### src/rtl/fifo_wr_arbiter.sv
// Round-robin arbiter for the FIFO write port: grants one requester at a time for
// bursts of up to BURST words and forwards its data straight into wrEn/wrData.
`timescale 1ns/1ps

module fifo_wr_arbiter #(
    parameter int NREQ  = 4,
    parameter int DW    = 8,
    parameter int BURST = 4,
    localparam int IDW  = $clog2(NREQ)
) (
    input  logic                wrClk_i,
    input  logic                wrRst_i,
    input  logic [NREQ-1:0]     reqValid_i,
    input  logic [NREQ*DW-1:0]  reqData_i,
    output logic [NREQ-1:0]     reqReady_o,
    input  logic                fifoFull_i,
    output logic                wrEn_o,
    output logic [DW-1:0]       wrData_o,
    output logic                grantValid_o,
    output logic [IDW-1:0]      grantId_o,
    output logic [15:0]         xferCount_o
);

    localparam int BW = (BURST > 1) ? $clog2(BURST) : 1;
    localparam logic [BW-1:0] BURST_LAST = BW'(BURST - 1);

    typedef enum logic {IDLE, GRANT} state_t;

    state_t          state_q,      state_d;
    logic [IDW-1:0]  owner_q,      owner_d;
    logic [IDW-1:0]  last_owner_q, last_owner_d;
    logic [BW-1:0]   burst_cnt_q,  burst_cnt_d;
    logic [15:0]     xfer_count_q, xfer_count_d;

    logic [DW-1:0]   req_data_arr [NREQ];
    logic [IDW-1:0]  cand_id      [NREQ];
    logic [NREQ-1:0] cand_valid;
    logic [IDW-1:0]  pick_base;
    logic [IDW-1:0]  pick_id;
    logic            any_valid;
    logic            grant;
    logic            owner_valid;
    logic            wr_en;
    logic            release_grant;

    // A release searches from the current owner, which is about to become lastOwner.
    assign pick_base = (state_q == GRANT) ? owner_q : last_owner_q;
    assign any_valid = |reqValid_i;

    genvar gi;
    generate
        for (gi = 0; gi < NREQ; gi++) begin : g_cand
            logic [IDW:0] sum;
            assign req_data_arr[gi] = reqData_i[gi*DW +: DW];
            assign sum              = {1'b0, pick_base} + (IDW+1)'(gi + 1);
            assign cand_id[gi]      = (sum >= (IDW+1)'(NREQ)) ? IDW'(sum - (IDW+1)'(NREQ))
                                                              : sum[IDW-1:0];
            assign cand_valid[gi]   = reqValid_i[cand_id[gi]];
        end
    endgenerate

    // Candidate 0 is nearest after the base, so scanning downward leaves the closest.
    always_comb begin
        pick_id = '0;
        for (int k = NREQ - 1; k >= 0; k--) begin
            if (cand_valid[k]) begin
                pick_id = cand_id[k];
            end
        end
    end

    always_ff @(posedge wrClk_i or posedge wrRst_i) begin
        if (wrRst_i) begin
            state_q      <= IDLE;
            owner_q      <= '0;
            last_owner_q <= IDW'(NREQ - 1);
            burst_cnt_q  <= '0;
            xfer_count_q <= '0;
        end else begin
            state_q      <= state_d;
            owner_q      <= owner_d;
            last_owner_q <= last_owner_d;
            burst_cnt_q  <= burst_cnt_d;
            xfer_count_q <= xfer_count_d;
        end
    end

    always_comb begin
        state_d       = state_q;
        owner_d       = owner_q;
        last_owner_d  = last_owner_q;
        burst_cnt_d   = burst_cnt_q;
        xfer_count_d  = xfer_count_q + {15'd0, wr_en};
        release_grant = 1'b0;
        case (state_q)
            IDLE: begin
                if (any_valid) begin
                    state_d     = GRANT;
                    owner_d     = pick_id;
                    burst_cnt_d = '0;
                end
            end
            GRANT: begin
                release_grant = ~owner_valid | (wr_en & (burst_cnt_q == BURST_LAST));
                if (release_grant) begin
                    last_owner_d = owner_q;
                    burst_cnt_d  = '0;
                    if (any_valid) begin
                        owner_d = pick_id;
                    end else begin
                        state_d = IDLE;
                    end
                end else if (wr_en) begin
                    burst_cnt_d = burst_cnt_q + BW'(1);
                end
            end
            default: state_d = IDLE;
        endcase
    end

    always_comb begin
        grant        = (state_q == GRANT);
        owner_valid  = reqValid_i[owner_q];
        wr_en        = grant & owner_valid & ~fifoFull_i;
        reqReady_o   = '0;
        if (wr_en) begin
            reqReady_o[owner_q] = 1'b1;
        end
        wrEn_o       = wr_en;
        wrData_o     = wr_en ? req_data_arr[owner_q] : '0;
        grantValid_o = grant;
        grantId_o    = grant ? owner_q : '0;
        xferCount_o  = xfer_count_q;
    end

endmodule
### config.mk
export PLATFORM = sky130hd
export DESIGN_NAME = fifo_wr_arbiter
export DESIGN_NICKNAME = d
export VERILOG_FILES = /design/src/rtl/fifo_wr_arbiter.sv
export SDC_FILE = /design/constraint.sdc
export NUM_CORES = 1
export LEC_CHECK = 0
export CELL_PAD_IN_SITES_DETAIL_PLACEMENT = 0
export CELL_PAD_IN_SITES_GLOBAL_PLACEMENT = 2
export CORE_AREA = 3 3 80 82
export CTS_CLUSTER_DIAMETER = 120
export CTS_CLUSTER_SIZE = 28
export DETAILED_ROUTE_END_ITERATION = 10
export DIE_AREA = 0 0 83 85
export PLACE_DENSITY = 0.93
export SYNTH_ARGS = -nofsm -noshare
export SYNTH_HDL_FRONTEND = slang
export SYNTH_SLANG_ARGS = --single-unit
export TNS_END_PERCENT = 30
### constraint.sdc
create_clock -name wrClk_i -period 4.85 [get_ports wrClk_i]
set_input_delay 0.97 -clock wrClk_i [delete_from_list [all_inputs] [get_ports wrClk_i]]
set_output_delay 0.97 -clock wrClk_i [all_outputs]
set_load 0.02 [all_outputs]
; After elaboration in Yosys (flattened, before gate mapping)
; Index checks and enable logic that the tools add are counted.
[classes]
n_div = 0
n_addsub = 10
n_shift = 0
reduce_logical = 4
order_cmp = 11
bitwise_logic = 8
n_mux = 37
eq_ne = 4
n_mul = 0
[op_table]
columns = cell, n
row1 = 2-bit 2-to-1 mux, 15
row2 = 8-bit 2-to-1 mux, 3
row3 = 16-bit by 1-bit adder with 16-bit output, 1
row4 = 8-bit binary-select mux with 2-bit select, 1
row5 = 3-bit >= comparator (second input constant), 5
row6 = 2-bit by 3-bit less-than comparator with 1-bit output (second input constant), 5
row7 = 1-bit binary-select mux with 2-bit select, 5
row8 = 1-bit 2-to-1 mux, 8
row9 = 2-bit case mux with 2 select lines, 2
row10 = 2-bit by 1-bit subtractor with 2-bit output (second input constant), 4
row11 = 2-bit by 2-bit adder with 3-bit output (second input constant), 2
row12 = 4-bit 2-to-1 mux, 1
row13 = 2-bit AND reduction, 2
row14 = 4-bit OR reduction, 1
row15 = 2-bit by 1-bit adder with 3-bit output (second input constant), 1
row16 = 2-bit by 3-bit adder with 3-bit output (second input constant), 1
row17 = 1-bit AND, 3
row18 = 3-bit by 1-bit inequality test with 1-bit output (second input constant), 1
row19 = 1-bit inverter, 3
row20 = 2-bit inverter with 3-bit output, 1
row21 = 2-bit by 1-bit adder with 2-bit output (second input constant), 1
row22 = 1-bit demux with 2-bit select, 1
row23 = 2-bit == test (second input constant), 1
row24 = 2-bit by 1-bit >= comparator with 1-bit output (second input constant), 1
row25 = 5 further kinds, 5
[totals]
input_bits = 39
regBits = 23
rom_bits = 0
elab_cells = 79
memories = 0
ram_bits = 0
output_inout_bits = 32
latch_bits = 0

; Depth between registers and ports, before layout
[logic_depth]
word_depth = 13
ltp_mapped = 10

; Worst setup path before layout
; No wires, ideal clock.
[synth_timing]
path_kind = input -> output
from = input reqValid_i[1]
to = output reqReady_o[0]
slack_ns = 1.906
arrival_time_ns = 1.974
cell_stages = 4
path_buffers = 1
cell_sequence = mux4_2 nand3b_2 buf_4 nor3_1
[synth_via]
elab_chain_len = 5
[synth_lines]
columns = item, line_no
row1 = start: declaration, 13  ; input logic [NREQ-1:0] reqValid_i,
row2 = 1-bit binary-select mux with 2-bit select, 123  ; owner_valid = reqValid_i[owner_q];
row3 = 1-bit 2-to-1 mux (not written as such), 123
row4 = 1-bit AND (2 in a row), 124  ; wr_en = grant & owner_valid & ~fifoFull_i;
row5 = 4-bit 2-to-1 mux, 126  ; if (wr_en) begin
row6 = end: declaration, 15  ; output logic [NREQ-1:0] reqReady_o,
; Every way passes these cells. The select of a mux whose other input is x is not followed.

; Final worst setup path
[layout_timing]
from = input reqValid_i[3]
to = output reqReady_o[3]
; The elaborated chain is that of the path after synthesis.

==> results.py <==
metrics = {
    "grt": {
        "grt_max_degree": 24,
        "grt_first_pass_wirelength_um": 6506,
        "grt_overflow": 0,
        "grt_pass1_vias": 1268,
        "antenna_found_initial": 0,
        "grt_use_total_pct": 10.98,
    },
    "layout": {
        "nets": 238,
        "nFillCells": 584,
        "design_area_sq_um": 2280,
        "area_delta_synth_final_pct": 52.98,
        "multi_input_area_sq_um": 845.8,
        "layout.cells.non_filler": 270,
        "drive_above_1_share_pct": 10.77,
        "diodes": 0,
        "final-seq-area_sq_um": 578.1,
    },
    "setup_path": {
        "crit_required_ps": 3880,
        "startpoint_type": "input pin",
        "critPathMaxFanout": 13,
        "crit_type": "in2out",
        "arrival_ps": 3130,
        "cp-end-kind": "output pin",
    },
    "die": {
        "die_h_um": 85,
        "core_area_sq_um": 5816,
        "die-area_sq_um": 7055,
        "core.rowCount": 28,
        "start_util_pct": 25.62,
        "ios": 71,
        "die_w_um": 83,
    },
    "sta": {
        "tightest_slew_ps": 886.2,
        "slew_violations": 0,
        "fin_crit_sh_pct": 84.64,
        "layout_min_cycle_time_ps": 4105,
        "clock.fmax_mhz": 243.6,
        "fin_setup_tns_ps": 0,
        "slew_headroom_pct": 40.85,
        "fin_skew_ps": 2.902,
        "finalSetupViolCount": 0,
        "finalHoldViolations": 0,
        "rsz0062_at_grt": "false",
    },
    "power": {
        "leakage_nw": 0.9233,
        "finalPower_mw": 0.9566,
        "vdd_drop_max_mv": 0.1581,
        "p_per_area_nw_per_um2": 419.6,
    },
    "place": {
        "place_area_sq_um": 2233,
        "io_buffers": 70,
        "dp.cells": 266,
        "gp_congestion": 0.7683,
        "dp_hpwl_um": 2846,
    },
    "synth": {
        "synthCells": 129,
        "synth_cell_type_count": 38,
        "synthTopCellsByArea": "dfrtp_1, mux4_2, xnor2_1",
        "ys_seq_area_share_pct": 38.79,
        "synth_nets": 171,
        "avgSynthCellArea_sq_um": 11.55,
        "synth_area_sq_um": 1490,
        "synth.largest_area_cell": "dfrtp_1",
        "synth_warnings": 0,
        "yosysTopAreaCellShare_pct": 35.26,
        "ys_ff_latch": 23,
    },
    "cts": {
        "cts.repair.resized": 0,
        "h-tree-depth": 1,
        "cts_setup_buffers": 0,
        "clk_pin_slew_ps": 80,
        "cts_buffers": 3,
        "clock_sinks": 23,
        "clkLatencyLatePin_ps": 260,
        "cts-root-buf": "clkbuf_8",
        "cts_buffer_depth": 2,
        "cts_tree": "yes",
        "ctsHoldBuffers": 0,
    },
    "job": {
        "maxCapViolations": 0,
    },
    "routing": {
        "via_count": 1259,
        "first_pass_iters": 4,
        "drc_errors": 0,
        "drtAntennaViolNets": 0,
        "drt-total-wl_um": 3766,
        "drtIter0Drc": 70,
        "wl_per_cell_um": 13.95,
        "vias_per_cell": 4.663,
    },
    "status": {
        "status": "finished, final reports clean",
    },
    "worst_hold_path": {
        "min_path_type": "reg2reg",
    },
}
[state kept, by name, indices dropped and copies added (netlist names)]
| signal | flops |
|---|---|
| burst_cnt_q | 2 |
| grantValid_o | 1 |
| last_owner_q | 2 |
| xferCount_o | 16 |
| owner_q | 2 |
[power by group]
group	leakage, nW	total, mW	internal [mW]	switching (mW)
Clock	0.0255	0.118	0.0572	0.0606
Combinational	0.604	0.494	0.294	0.200
Sequential	0.294	0.345	0.246	0.0987
[synth_stat cells]
| library cell | n |
|---|---|
| xnor2_1 | 13 |
| mux4_2 | 9 |
| a21bo_1 | 1 |
| a21boi_1 | 1 |
| and2_1 | 2 |
| and4_1 | 4 |
| buf_2 | 2 |
| ha_1 | 3 |
| buf_6 | 1 |
| a211o_1 | 1 |
| and3_1 | 3 |
| buf_4 | 3 |
| mux2i_1 | 4 |
| nand2b_1 | 3 |
| o32ai_1 | 1 |
| inv_2 | 1 |
| nand3_1 | 5 |
| o2bb2ai_1 | 1 |
| dfrtp_1 | 21 |
| clkbuf_1 | 2 |
| mux2_1 | 4 |
| dfstp_2 | 2 |
| nand2_1 | 7 |
| xor2_1 | 1 |
| o22ai_1 | 1 |
| nand4_1 | 5 |
| inv_1 | 3 |
| and2_0 | 1 |
| nor3b_2 | 2 |
| a221oi_1 | 1 |
| a21boi_2 | 1 |
| a211oi_1 | 2 |
| nand3b_2 | 1 |
| nor2_1 | 3 |
| a21o_1 | 2 |
| nor2b_1 | 8 |
| nor3_1 | 3 |
| mux2_2 | 1 |
[cells by family after synthesis]
| logic type | share of synthesized area (%) |
|---|---|
| AND/OR/NAND/NOR | 19.23 |
| AO/OA/AOI/OAI | 6.717 |
| flip-flops | 38.79 |
| adder cells (fa/ha/maj) | 2.519 |
| multiplexers | 20.07 |
| buffers and inverters | 4.450 |
| XOR/XNOR | 8.229 |
[critical path, stage by stage]
cell             delay, ps
clkdlybuf4s50_1        520
mux4_2                 550
nand3b_2               290
inv_2                   80
and3_1                 180
clkdlybuf4s50_1        540
[routing by layer]
layer	wire length [um]	GRT usage, %
met5	0	0
met4	9	1.783
met3	225	2.233
met2	1557	16.69
met1	1973	16.39
[final cells by class]
cell class | count | area share (%)
clock buffer | 3 | 1.811
clock inverter | 1 | 0.2195
inverter | 4 | 0.6586
timing repair buffer | 70 | 30.74
sequential | 23 | 25.36
multi-input combinational | 94 | 37.10
tap | 75 | 4.116
[stage by stage]
step	utilization, %	hold WS, ps	setup WS (ps)
6_report	39.20	479.6	745.0
5_1_grt	39.20	519.3	632.9
4_1_cts	39.20	485.8	730.0
3_5_place_dp	38.40	461.2	737.3
3_3_place_gp	38.40	464.1	767.6
2_1_floorplan	-	468.4	1906
[worst paths after layout]
check                                           from                        end  slack [ps]  cells past startpoint
max                                    reqValid_i[3]              reqReady_o[3]         750                      6
min                        xferCount_o[15]$_DFF_PP0_  xferCount_o[15]$_DFF_PP0_         480                      1
max reg2reg                   owner_q[0]$_DFFE_PP0P_  xferCount_o[14]$_DFF_PP0_        1970                      8
min reg2reg                xferCount_o[15]$_DFF_PP0_  xferCount_o[15]$_DFF_PP0_         480                      1
max in group asynchronous                    wrRst_i   xferCount_o[2]$_DFF_PP0_        3110                      2
min in group asynchronous                    wrRst_i  xferCount_o[14]$_DFF_PP0_        1190                      2
[layout by cell type, fill, tap and decap left out, types with 3 or more instances in the layout]
| cell type | instances |
|---|---|
| inv_1 | 3 |
| xnor2_1 | 13 |
| clkdlybuf4s50_1 | 70 |
| nand2_1 | 7 |
| nor2b_1 | 8 |
| mux4_2 | 9 |
| ha_1 | 3 |
| mux2i_1 | 4 |
| nand4_1 | 5 |
| dfrtp_1 | 21 |
| clkbuf_8 | 3 |
| nor2_1 | 3 |
| nand2b_1 | 3 |
| and3_1 | 3 |
| nand3_1 | 5 |
| mux2_1 | 4 |
| nor3_1 | 3 |
| and4_1 | 4 |
Power figures use the tool's default switching activity.
